**config.mk**
```make
export PLATFORM = sky130hd
export DESIGN_NAME = hex7seg_scan
export DESIGN_NICKNAME = d
export VERILOG_FILES = /design/src/rtl/hex7seg_scan.sv
export SDC_FILE = /design/constraint.sdc
export NUM_CORES = 1
export LEC_CHECK = 0
export ABC_AREA = 1
export BUFFER_PORTS_ARGS = -buffer_cell sky130_fd_sc_hd__buf_4
export CORE_UTILIZATION = 55
export DETAILED_ROUTE_END_ITERATION = 16
export PLACE_DENSITY = 0.81
export SLEW_MARGIN = 20
export SYNTH_ARGS = -nofsm -noshare
export SYNTH_HDL_FRONTEND = slang
export SYNTH_SLANG_ARGS = --single-unit
```
**constraint.sdc**
```tcl
create_clock -name clk -period 3.2 [get_ports clk]
set_input_delay 0.48 -clock clk [delete_from_list [all_inputs] [get_ports clk]]
set_output_delay 0.48 -clock clk [all_outputs]
set_load 0.005 [all_outputs]
```
**src/rtl/hex7seg_scan.sv**
```systemverilog
// Time-multiplexed driver for a bank of common-anode 7-segment digits sharing one segment bus.
// Scans digits round-robin, snapshotting the value once per frame so a digit never tears mid-scan.
module hex7seg_scan #(
  parameter int DIGITS      = 4,
  parameter int REFRESH_DIV = 50000,
  parameter int BLINK_BITS  = 24
) (
  input  logic                  clk,
  input  logic                  reset,
  input  logic                  enable,
  input  logic [4*DIGITS-1:0]   value,
  input  logic [DIGITS-1:0]     dp_in,
  input  logic                  blank_lz,
  input  logic [DIGITS-1:0]     blink_en,
  output logic [6:0]            seg,
  output logic                  dp,
  output logic [DIGITS-1:0]     an,
  output logic                  frame_done
);

  localparam int IDX_W = (DIGITS > 1) ? $clog2(DIGITS) : 1;
  localparam int PRE_W = (REFRESH_DIV > 1) ? $clog2(REFRESH_DIV) : 1;

  logic [PRE_W-1:0]      presc_q, presc_d;
  logic [IDX_W-1:0]      idx_q, idx_d;
  logic [BLINK_BITS-1:0] blink_q, blink_d;
  logic [4*DIGITS-1:0]   snap_val_q, snap_val_d;
  logic [DIGITS-1:0]     snap_dp_q, snap_dp_d;
  logic [6:0]            seg_q, seg_d;
  logic                  dp_q, dp_d;
  logic [DIGITS-1:0]     an_q, an_d;
  logic                  fd_q, fd_d;

  logic                  tick;
  logic                  last_digit;
  logic [4*DIGITS-1:0]   upper;
  logic [3:0]            nib;
  logic                  lz_blank;

  function automatic logic [6:0] glyph(input logic [3:0] n);
    case (n)
      4'h0: glyph = 7'h01;
      4'h1: glyph = 7'h4F;
      4'h2: glyph = 7'h12;
      4'h3: glyph = 7'h06;
      4'h4: glyph = 7'h4C;
      4'h5: glyph = 7'h24;
      4'h6: glyph = 7'h20;
      4'h7: glyph = 7'h0F;
      4'h8: glyph = 7'h00;
      4'h9: glyph = 7'h04;
      4'hA: glyph = 7'h08;
      4'hB: glyph = 7'h60;
      4'hC: glyph = 7'h31;
      4'hD: glyph = 7'h42;
      4'hE: glyph = 7'h30;
      default: glyph = 7'h38;
    endcase
  endfunction

  always_comb begin
    tick       = (presc_q == PRE_W'(REFRESH_DIV - 1));
    last_digit = (idx_q == IDX_W'(DIGITS - 1));
    // Nibbles idx..DIGITS-1 shifted down; all-zero means this digit is a leading zero.
    upper      = snap_val_q >> {idx_q, 2'b00};
    nib        = upper[3:0];
    lz_blank   = blank_lz && (idx_q != '0) && (upper == '0);

    presc_d    = presc_q;
    idx_d      = idx_q;
    blink_d    = blink_q;
    snap_val_d = snap_val_q;
    snap_dp_d  = snap_dp_q;
    fd_d       = 1'b0;
    seg_d      = 7'h7F;
    dp_d       = 1'b1;
    an_d       = '1;

    if (enable) begin
      presc_d = tick ? '0 : presc_q + 1'b1;
      blink_d = blink_q + 1'b1;
      if (tick) begin
        idx_d = last_digit ? '0 : idx_q + 1'b1;
        if (last_digit) begin
          snap_val_d = value;
          snap_dp_d  = dp_in;
          fd_d       = 1'b1;
        end
      end
      // Drive reflects the digit currently selected; it lands one cycle later with its anode.
      an_d  = ~(DIGITS'(1) << idx_q);
      seg_d = lz_blank ? 7'h7F : glyph(nib);
      dp_d  = ~snap_dp_q[idx_q];
      if (blink_q[BLINK_BITS-1] && blink_en[idx_q]) begin
        seg_d = 7'h7F;
        dp_d  = 1'b1;
      end
    end
  end

  always_ff @(posedge clk) begin
    if (reset) begin
      presc_q    <= '0;
      idx_q      <= '0;
      blink_q    <= '0;
      snap_val_q <= '0;
      snap_dp_q  <= '0;
      seg_q      <= 7'h7F;
      dp_q       <= 1'b1;
      an_q       <= '1;
      fd_q       <= 1'b0;
    end else begin
      presc_q    <= presc_d;
      idx_q      <= idx_d;
      blink_q    <= blink_d;
      snap_val_q <= snap_val_d;
      snap_dp_q  <= snap_dp_d;
      seg_q      <= seg_d;
      dp_q       <= dp_d;
      an_q       <= an_d;
      fd_q       <= fd_d;
    end
  end

  assign seg        = seg_q;
  assign dp         = dp_q;
  assign an         = an_q;
  assign frame_done = fd_q;

endmodule
```
==> results of run 1 <==
-- per-layer routing --
layer | global-route usage, % | routed length, um | up-vias
met5 | 0 | 0 | -
met4 | 10.3 | 139 | 0
met3 | 4.67 | 513 | 12
met2 | 38.6 | 3810 | 92
met1 | 32.7 | 3810 | 1631
li1 | - | - | 1898
-- path summary, 6_finish.rpt --
| check | to | slack, ns | cells past startpoint |
|---|---|---|---|
| max | seg[6] | 0.97 | 11 |
| min | snap_val_q[8] | 0.31 | 3 |
| max reg2reg | seg[6] | 0.97 | 11 |
| min reg2reg | blink_q[6] | 0.49 | 2 |
-- worst max-delay path, stage by stage (launching register included) --
cell and delay (ns):
dfxtp_1 0.73, inv_2 0.26, nand2_1 0.11, nand3_1 0.07, nand2_1 0.20, ha_1 0.20, inv_1 0.06, nor2_1 0.08
nand4_1 0.07, nor2_1 0.20, a21oi_4 0.12, nand2_1 0.07
-- sequential cells by signal (all words and copies together) (netlist names) --
signal / cells
presc_q: 16
blink_q: 24
an: 4
snap_dp_q: 4
snap_val_q: 16
seg: 7
frame_done: 1
idx_q: 2
dp: 1
-- layout by cell type, fill, tap and decap left out, drive strengths merged, types with 3 or more instances in the layout --
master | Yosys | routed
nand3 | 64 | 64
ha | 11 | 11
xnor2 | 4 | 4
clkinv | 0 | 3
o21ai | 16 | 16
nand4 | 7 | 7
nor3 | 12 | 12
buf | 12 | 41
nand2 | 183 | 183
clkbuf | 2 | 9
inv | 54 | 55
dfxtp | 75 | 75
a21oi | 22 | 22
nor2 | 100 | 100
nor3b | 4 | 4
-- kinds of logic (layout without fill, tap and decap cells) --
kind of cell / Yosys count / count (layout) / synth area share (%)
simple gates: 372 / 372 / 42.2
flops: 75 / 75 / 39.4
compound gates: 43 / 43 / 6.21
xor+xnor: 5 / 5 / 1.15
fa+ha+maj: 11 / 11 / 3.61
buf+inv: 68 / 111 / 7.36
-- where the power goes --
group | internal (mW) | switching (mW) | total [mW]
registers | 0.942 | 0.00492 | 0.947
logic | 0.0374 | 0.0397 | 0.0771
clock network | 0.437 | 0.360 | 0.797
-- final cells by class --
cell class	instances	area share [%]
multi-input combinational	431	46.6
sequential	75	34.5
timing repair buffer	41	7.08
inverter	54	4.66
clock buffer	9	2.85
tap	77	2.21
clock inverter	7	2.10
-- metrics by stage --
stage | util [%] | hold WS, ns | total power, mW | cells | worst slack (ns)
6_report | 66.6 | 0.309 | 1.82 | 694 | 0.974
3_5_place_dp | 63.3 | 0.477 | 1.05 | 678 | 1.02
3_3_place_gp | 63.3 | 0.470 | 1.04 | 678 | 1.15
4_1_cts | 66.6 | 0.298 | 1.84 | 694 | 1.00
2_1_floorplan | - | 0.445 | 1.01 | 574 | 1.45
5_1_grt | 66.6 | 0.308 | 1.89 | 694 | 0.732
==> qor_table.md, run 1 <==
| Quantity | Value |
|---|---|
| Status | finished clean |
| Wire length of the first global-routing pass | 14100 um |
| Cell at the root of the clock tree | clkbuf_8 |
| Post-detailed-routing wire length | 8270 um |
| Final weighted congestion of routability-driven global placement | 0.941 |
| Ratio of final minimum period to clock period | 69.6% |
| Hold buffer count at cts | 0 |
| DRC Markers | 0 |
| Class of the most critical hold timing path | primary input to register |
| Post-synth ARST share | 0% |
| Area inside the core boundary | 6530 sq um |
| Clk_lat worst skew | 0.35 ns |
| Kind of end point of the critical path | register |
| RSZ-0062 raised after global routing | false |
| Placement Cell Area | 4140 sq um |
| Ratio of total power to cell area | 418 nW/um^2 |
| Detailed placement HPWL | 6090 um |
| First-pass DRT Iterations | 4 |
| Number of endpoints failing setup at the final stage | 0 |
| Number of DRC violations after detailed-routing iteration 0 | 175 |
| Final instance area | 4350 sq um |
| Start point of the critical path | idx_q[0] |
| Number of warnings printed during yosys synthesis | 0 |
| Max capacitance violation total | 0 |
| Post-synthesis cell area | 3810 sq um |
| Fraction of layout instances using a drive strength above 1 | 12.6% |
| Setup_tns | 0 ns |
| Startpoint of the worst hold path | value[8] |
| Total global-route track usage | 24.4% |
| Number of rows in the core area | 29 |
| ANT cells | 0 |
| Area share of the largest cell type after synthesis | 39.4% |
| Postcts setup bufs | 0 |
| Ys flop type | dfxtp_1 |
| Vias after detailed routing | 3633 |
| Critical Path AT | 2.52 ns |
| Post-synthesis average cell area | 6.64 sq um |
| Count of instances resized after the clock tree is built | 0 |
| Number of buffers inserted by port buffering | 40 |
| Most common library cells after synthesis | nand2_1 (177), nor2_1 (95), dfxtp_1 (75) |
| Worst relative slew slack | 57.9% |
| Overflow left after global routing | 0 |
| Critical Path RT | 3.50 ns |
| Pin count of the biggest net entering global routing | 38 |
| Nets | 651 |
| Clock tree from TritonCTS | yes |
| Number of synthesized register bits | 75 |
| Width of the die | 85.2 um |
| Kind of critical path | register to register |
| Number of standard cells after synthesis | 574 |
| Vias per Instance | 5.23 |
| Top post-synthesis cells by area | dfxtp_1 (39%), nand2_1 (17%), nor2_1 (9.4%) |
| Maximum vdd ir drop | 0.234 mV |
| Cell with the most instances after synthesis | nand2_1 |
| Yosys cell types | 33 |
| Starting Density | 58.3% |
| Top-level port count | 41 |
| Cell type with the largest total area after synthesis | dfxtp_1 |
| Leakage power | 1.97 nW |
| Area taken by multi-input logic gates | 2030 sq um |
| Number of endpoints with negative hold slack in the final report | 0 |
| Combined flip-flop and latch cell area | 1500 sq um |
| Number of pins exceeding their max-slew limit in the final report | 0 |
| Critical R2R Launch | idx_q[0] |
| Full die area | 7260 sq um |
| Worst-path fanout max | 18 |
| Post-DR wirelength/cell | 11.9 um |
| Area delta synth->final | 14.2% |
| Shortest clock period the worst path allows after layout | 2.23 ns |
| Worst Skew | 0.00615 ns |
| Maximum count of clock buffers along a single path | 2 |
| Number of antenna violations at the first check in global routing | 0 |
| Sink Count | 75 |
| Clock edge transition at the registers on the reported setup and hold paths | 0.08 ns |
| Transition time at the pin with the least slew margin | 0.631 ns |
| Number of synthesized flops with an enable pin | 0 |
| Total nets after synthesis | 613 |
| Clock H-tree levels | 3 |
| Sequential share of the synthesized area | 39.4% |
| Clock buffers created by TritonCTS | 9 |
| Antenna-violating nets left | 0 |
| Die Span Y | 85.2 um |
| Filler Cell Count | 560 |
| Highest clock rate | 0.449 GHz |
| Critical Path Source Type | register |
| Vias in the first global route | 3215 |
(Power assumes the default switching activity.)
==> run 2, diff against run 1 <==
Clock period 3.2 ns to 2.3 ns, I/O delays scaled along.
==> qor_table.md, run 2 (same netlist as run 1, synthesis figures left out) <==
| Quantity | Value | Delta |
|---|---|---|
| Status | finished clean |  |
| Cell at the root of the clock tree | clkbuf_8 |  |
| Critical Path AT | 2.34 ns | -0.18 ns |
| Number of DRC violations after detailed-routing iteration 0 | 220 | +26% |
| Placement Cell Area | 4150 sq um | +0.36% |
| Sink Count | 75 | unchanged |
| Maximum vdd ir drop | 0.421 mV | +80% |
| Largest registers ranked by flip-flop count | blink_q x24, presc_q x16, snap_val_q x16 |  |
| Die Span Y | 85.2 um | unchanged |
| Maximum count of clock buffers along a single path | 2 | unchanged |
| Ratio of final minimum period to clock period | 88.6% | +19 points |
| Area inside the core boundary | 6530 sq um | unchanged |
| Transition time at the pin with the least slew margin | 0.402 ns | -0.229 ns |
| Hold buffer count at cts | 0 | unchanged |
| Class of the most critical hold timing path | primary input to register |  |
| Pin count of the biggest net entering global routing | 35 | -7.9% |
| FF-to-FF setup slack | 0.26 ns | -0.71 ns |
| Critical Path RT | 2.60 ns | -0.90 ns |
| Total global-route track usage | 25.0% | +0.64 points |
| First-pass DRT Iterations | 5 | +1 |
| Max capacitance violation total | 0 | unchanged |
| Vias after detailed routing | 3707 | +2.0% |
| Filler Cell Count | 585 | +4.5% |
| Cell-by-cell listing of the critical path | inv_2 -> nand2_1 -> nand3_1 -> nand2_1 -> ha_1 -> inv_1 -> nor2_1 -> nand4_1 -> nor2_1 -> a21oi_4 -> nand2_1 |  |
| Final instance area | 4370 sq um | +0.37% |
| Worst Skew | 0.0113 ns | +0.00518 ns |
| Count of instances resized after the clock tree is built | 0 | unchanged |
| Starting Density | 58.3% | unchanged |
| Number of buffers inserted by port buffering | 40 | unchanged |
| Wire length of the first global-routing pass | 14700 um | +3.7% |
| Kind of critical path | register to register |  |
| Core Util, Final | 66.9% | +0.25 points |
| Top-level port count | 41 | unchanged |
| Nets | 653 | +0.31% |
| Vias in the first global route | 3366 | +4.7% |
| Top register by number of flip-flops | blink_q |  |
| Most common cell after layout, fill and taps aside | nand2_1 |  |
| Number of endpoints with negative hold slack in the final report | 0 | unchanged |
| DP Cell Count | 680 | +0.29% |
| Post-DR wirelength/cell | 12.4 um | +3.8% |
| Kind of end point of the critical path | register |  |
| RSZ-0062 raised after global routing | false |  |
| ANT cells | 0 | unchanged |
| Combined flip-flop and latch cell area | 1500 sq um | unchanged |
| Antenna-violating nets left | 0 | unchanged |
| Full die area | 7260 sq um | unchanged |
| Largest stage delay on the critical path | 0.56 ns | -0.17 ns |
| Post-layout total power | 2.54 mW | +40% |
| Number of flip-flops under the largest register name | 24 | unchanged |
| Number of rows in the core area | 29 | unchanged |
| Fraction of layout instances using a drive strength above 1 | 12.9% | +0.28 points |
| Postcts setup bufs | 0 | unchanged |
| Ratio of total power to cell area | 582 nW/um^2 | +39% |
| Commonest cells after routing, fill and taps aside | nand2_1 (177), nor2_1 (95), dfxtp_1 (75) |  |
| Worst relative slew slack | 73.1% | +15 points |
| Bufs and invs on worst path | 2 | unchanged |
| Number of standard cells in the final layout excluding fillers | 696 | +0.29% |
| Clock edge transition at the registers on the reported setup and hold paths | 0.08 ns | about the same |
| CP most frequent cell | nand2_1 |  |
| DRC Markers | 0 | unchanged |
| Final weighted congestion of routability-driven global placement | 0.953 | +1.3% |
| Number of endpoints failing setup at the final stage | 0 | unchanged |
| Family with the most delay on the worst path | simple AND/OR/NAND/NOR gates |  |
| Overflow left after global routing | 0 | unchanged |
| Setup_tns | 0 ns | unchanged |
| Leakage power | 1.99 nW | +0.73% |
| Detailed placement HPWL | 6140 um | +0.83% |
| Area taken by multi-input logic gates | 2030 sq um | unchanged |
| Shortest clock period the worst path allows after layout | 2.04 ns | -0.189 ns |
| Worst setup slack before clock tree synthesis | 0.330 ns | -0.693 ns |
| Highest clock rate | 0.491 GHz | +9.3% |
| Clock tree from TritonCTS | yes |  |
| Vias per Instance | 5.33 | +1.7% |
| Area delta synth->final | 14.7% |  |
| Clock H-tree levels | 3 | unchanged |
| CP max-delay cell | dfxtp_1 |  |
| Critical Path Source Type | register |  |
| Clock buffers created by TritonCTS | 9 | unchanged |
| Number of antenna violations at the first check in global routing | 0 | unchanged |
| Clk_lat worst skew | 0.36 ns | about the same |
| Final setup slack of the worst path | 0.263 ns | -0.711 ns |
| Width of the die | 85.2 um | unchanged |
| Post-detailed-routing wire length | 8600 um | +4.1% |
| Worst-path fanout max | 16 | -2 |
| Worst Hold Margin | 0.170 ns | -0.139 ns |
| Number of pins exceeding their max-slew limit in the final report | 0 | unchanged |
run 2: path summary, 6_finish.rpt:
check	startpoint	to	cells past startpoint
max	idx_q[0]	seg[0]	11
min	value[3]	snap_val_q[3]	3
max reg2reg	idx_q[0]	seg[0]	11
min reg2reg	snap_val_q[15]	snap_val_q[15]	2
run 2: where the power goes:
part	internal [mW]	switching, mW	total (mW)
logic	0.0520	0.0554	0.107
clock network	0.609	0.508	1.12
registers	1.31	0.00661	1.32
total	1.97	0.570	2.54
run 2: tightest hold or removal path: stages:
cell,delay [ns]
buf_4,0.07
nand2_1,0.04
nand2_1,0.04
run 2: layout make-up:
| type | instances | area share, % |
|---|---|---|
| Clock buffer | 9 | 2.84 |
| Clock inverter | 7 | 2.12 |
| Inverter | 54 | 4.64 |
| Multi-Input combinational cell | 431 | 46.4 |
| Sequential cell | 75 | 34.4 |
| Tap cell | 77 | 2.21 |
| Timing Repair Buffer | 43 | 7.39 |
run 2: routing by layer:
metal  routed length (um)  share of wire (%)  vias up  track usage [%]
met2                 3870                 45      128             40.6
li1                     -                  -     1897                -
met5                    0                  0        -                0
met1                 4030                 47     1670             33.0
met3                  572                6.6       12             4.77
met4                  129                1.5        0             9.86
==> run 3, diff against run 2 <==
Settings changed: SETUP_SLACK_MARGIN from default to 0.4.
==> qor_table.md, run 3 (same netlist as run 1, synthesis figures left out) <==
| Quantity | Value | Delta |
|---|---|---|
| Status | finished clean |  |
| Most common cell after layout, fill and taps aside | nand2_1 |  |
| DP Cell Count | 680 | unchanged |
| Antenna-violating nets left | 0 | unchanged |
| Clock tree from TritonCTS | yes |  |
| Worst Hold Margin | 0.167 ns | -0.00319 ns |
| Vias in the first global route | 3366 | unchanged |
| Max capacitance violation total | 0 | unchanged |
| ANT cells | 0 | unchanged |
| Number of standard cells in the final layout excluding fillers | 700 | +0.57% |
| Clock H-tree levels | 3 | unchanged |
| Fraction of layout instances using a drive strength above 1 | 13.8% | +0.88 points |
| Largest registers ranked by flip-flop count | blink_q x24, presc_q x16, snap_val_q x16 |  |
| Shortest clock period the worst path allows after layout | 1.78 ns | -0.261 ns |
| Vias after detailed routing | 3754 | +1.3% |
| Pin count of the biggest net entering global routing | 35 | unchanged |
| CP most frequent cell | nand2_1 |  |
| Overflow left after global routing | 0 | unchanged |
| Transition time at the pin with the least slew margin | 0.405 ns | +0.00271 ns |
| Worst Setup EP | presc_q[13] |  |
| Area taken by multi-input logic gates | 2050 sq um | +1.3% |
| Top register by number of flip-flops | blink_q |  |
| Setup_tns | 0 ns | unchanged |
| Class of the most critical hold timing path | primary input to register |  |
| Area inside the core boundary | 6530 sq um | unchanged |
| CP max-delay cell | dfxtp_1 |  |
| Number of buffers inserted by port buffering | 40 | unchanged |
| Cell at the root of the clock tree | clkbuf_8 |  |
| Post-detailed-routing wire length | 8950 um | +4.0% |
| Cell-by-cell listing of the critical path | ha_1 -> nand2_1 -> inv_1 -> nand2_2 -> nor2_4 -> nand2_1 -> nand2_4 -> inv_1 -> nand2_1 -> nor2_1 |  |
| Vias per Instance | 5.36 | +0.69% |
| Length in cells of the worst reg-to-reg path | 10 | -1 |
| Fraction of power spent switching nets | 22.7% | +0.28 points |
| Proportion of power drawn by flip-flops and latches | 51.6% | -0.2 points |
| Critical Path AT | 2.03 ns | -0.31 ns |
| Kind of end point of the critical path | register |  |
| Start point of the critical path | presc_q[0] |  |
| Highest clock rate | 0.563 GHz | +15% |
| Number of endpoints with negative hold slack in the final report | 0 | unchanged |
| Maximum count of clock buffers along a single path | 2 | unchanged |
| Top-level port count | 41 | unchanged |
| Starting Density | 58.3% | unchanged |
| Worst-path fanout max | 8 | -8 |
| Filler Cell Count | 572 | -2.2% |
| Combined flip-flop and latch cell area | 1510 sq um | +0.33% |
| Relative contribution of combinational cells to total power | 4.3% | about the same |
| Width of the die | 85.2 um | unchanged |
| Clock share of power | 44.1% | +0.2 points |
| Die Span Y | 85.2 um | unchanged |
| Worst relative slew slack | 72.9% | -0.18 points |
| Final weighted congestion of routability-driven global placement | 0.953 | unchanged |
| Wire length of the first global-routing pass | 14700 um | unchanged |
| Number of DRC violations after detailed-routing iteration 0 | 262 | +19% |
| Internal power | 1.97 mW | about the same |
| Full die area | 7260 sq um | unchanged |
| DRC Markers | 0 | unchanged |
| Worst flop-to-flop path endpoint | presc_q[13] |  |
| Net Switching | 0.579 mW | +1.6% |
| Clock buffers created by TritonCTS | 9 | unchanged |
| Worst Skew | 0.0117 ns | +0.000381 ns |
| Sink Count | 75 | unchanged |
| Detailed placement HPWL | 6140 um | unchanged |
| Post-DR wirelength/cell | 12.8 um | +3.5% |
| Clk_lat worst skew | 0.36 ns | about the same |
| FF-to-FF setup slack | 0.52 ns | +0.26 ns |
| Maximum vdd ir drop | 0.425 mV | +0.95% |
| Number of endpoints failing setup at the final stage | 0 | unchanged |
| Clock edge transition at the registers on the reported setup and hold paths | 0.08 ns | about the same |
| Hold depth | 3 | unchanged |
| Family with the most delay on the worst path | simple AND/OR/NAND/NOR gates |  |
| Critical Path Source Type | register |  |
| Bufs and invs on worst path | 2 | unchanged |
| Number of pins exceeding their max-slew limit in the final report | 0 | unchanged |
| Leakage power | 2.00 nW | +0.62% |
| Number of flip-flops under the largest register name | 24 | unchanged |
| Number of rows in the core area | 29 | unchanged |
| Largest stage delay on the critical path | 0.37 ns | -0.19 ns |
| RSZ-0062 raised after global routing | true |  |
| Critical R2R Launch | presc_q[0] |  |
| Critical Path Stages | 10 | -1 |
| Ratio of total power to cell area | 577 nW/um^2 | -0.78% |
| Area delta synth->final | 15.9% |  |
| Number of antenna violations at the first check in global routing | 0 | unchanged |
| Post-layout total power | 2.55 mW | +0.32% |
| Commonest cells after routing, fill and taps aside | nand2_1 (177), nor2_1 (95), dfxtp_1 (73) |  |
| Core Util, Final | 67.6% | +0.75 points |
| Total global-route track usage | 25.0% | unchanged |
| Nets | 657 | +0.61% |
| Critical Path RT | 2.56 ns | -0.04 ns |
| Ratio of final minimum period to clock period | 77.2% | -11 points |
| First-pass DRT Iterations | 5 | unchanged |
| Kind of critical path | register to register |  |
[run 3: routing by layer]
metal	wire [um]	part of all wire [%]	track usage [%]	vias up
met2	4050	45	40.6	115
met4	177	2.0	9.86	0
met3	484	5.4	4.77	20
li1	-	-	-	1910
met1	4240	47	33.0	1709
met5	0	0	0	-
[run 3: how the worst min path moves through the flow]
stage	slack, ns	endpoint	start
after floorplan	0.44	snap_dp_q[3]	snap_dp_q[3]
after global placement	0.47	snap_dp_q[3]	snap_dp_q[3]
after detailed placement	0.47	snap_dp_q[3]	snap_dp_q[3]
after CTS	0.17	snap_val_q[6]	value[6]
after global routing	0.18	snap_dp_q[3]	dp_in[3]
final	0.17	snap_val_q[6]	value[6]
[run 3: cell type report]
| type | count | share of cell area, % |
|---|---|---|
| Clock inverter | 7 | 2.10 |
| Sequential cell | 75 | 34.1 |
| Clock buffer | 9 | 2.81 |
| Inverter | 54 | 4.65 |
| Timing Repair Buffer | 45 | 7.65 |
| Tap cell | 77 | 2.18 |
| Multi-Input combinational cell | 433 | 46.5 |
[run 3: power groups by stage]
stage / Sequential [mW] / Clock, mW / Combinational, mW
final: 1.32 / 1.12 / 0.109
after global routing: 1.32 / 1.19 / 0.121
after CTS: 1.32 / 1.14 / 0.108
after detailed placement: 1.35 / 0 / 0.107
after global placement: 1.35 / 0 / 0.106
after floorplan: 1.35 / 0 / 0.0515
[run 3: per-stage QoR]
stage | cell area (sq um) | worst slack (ns)
after global routing | 4420 | 0.367
after CTS | 4370 | 0.423
after global placement | 4150 | 0.455
after detailed placement | 4150 | 0.330
after floorplan | 3810 | 0.552
final | 4420 | 0.524
[run 3: tightest hold or removal path: cells and delay by family]
kind | cells | cell delay [ns]
and+or+nand+nor | 2 | 0.08
buffers and inverters | 1 | 0.07
[run 3: what timing repair did]
| item | 4_1_cts | 5_1_grt |
|---|---|---|
| hold buffers | 0 | 0 |
| setup buffers | 0 | 2 |
| cloned | 0 | 2 |
| endpoints found under the setup margin | 7 | 22 |
| endpoints found under the hold margin | 0 | 0 |
| resized for setup | 1 | 5 |
| pin swaps | 0 | 3 |
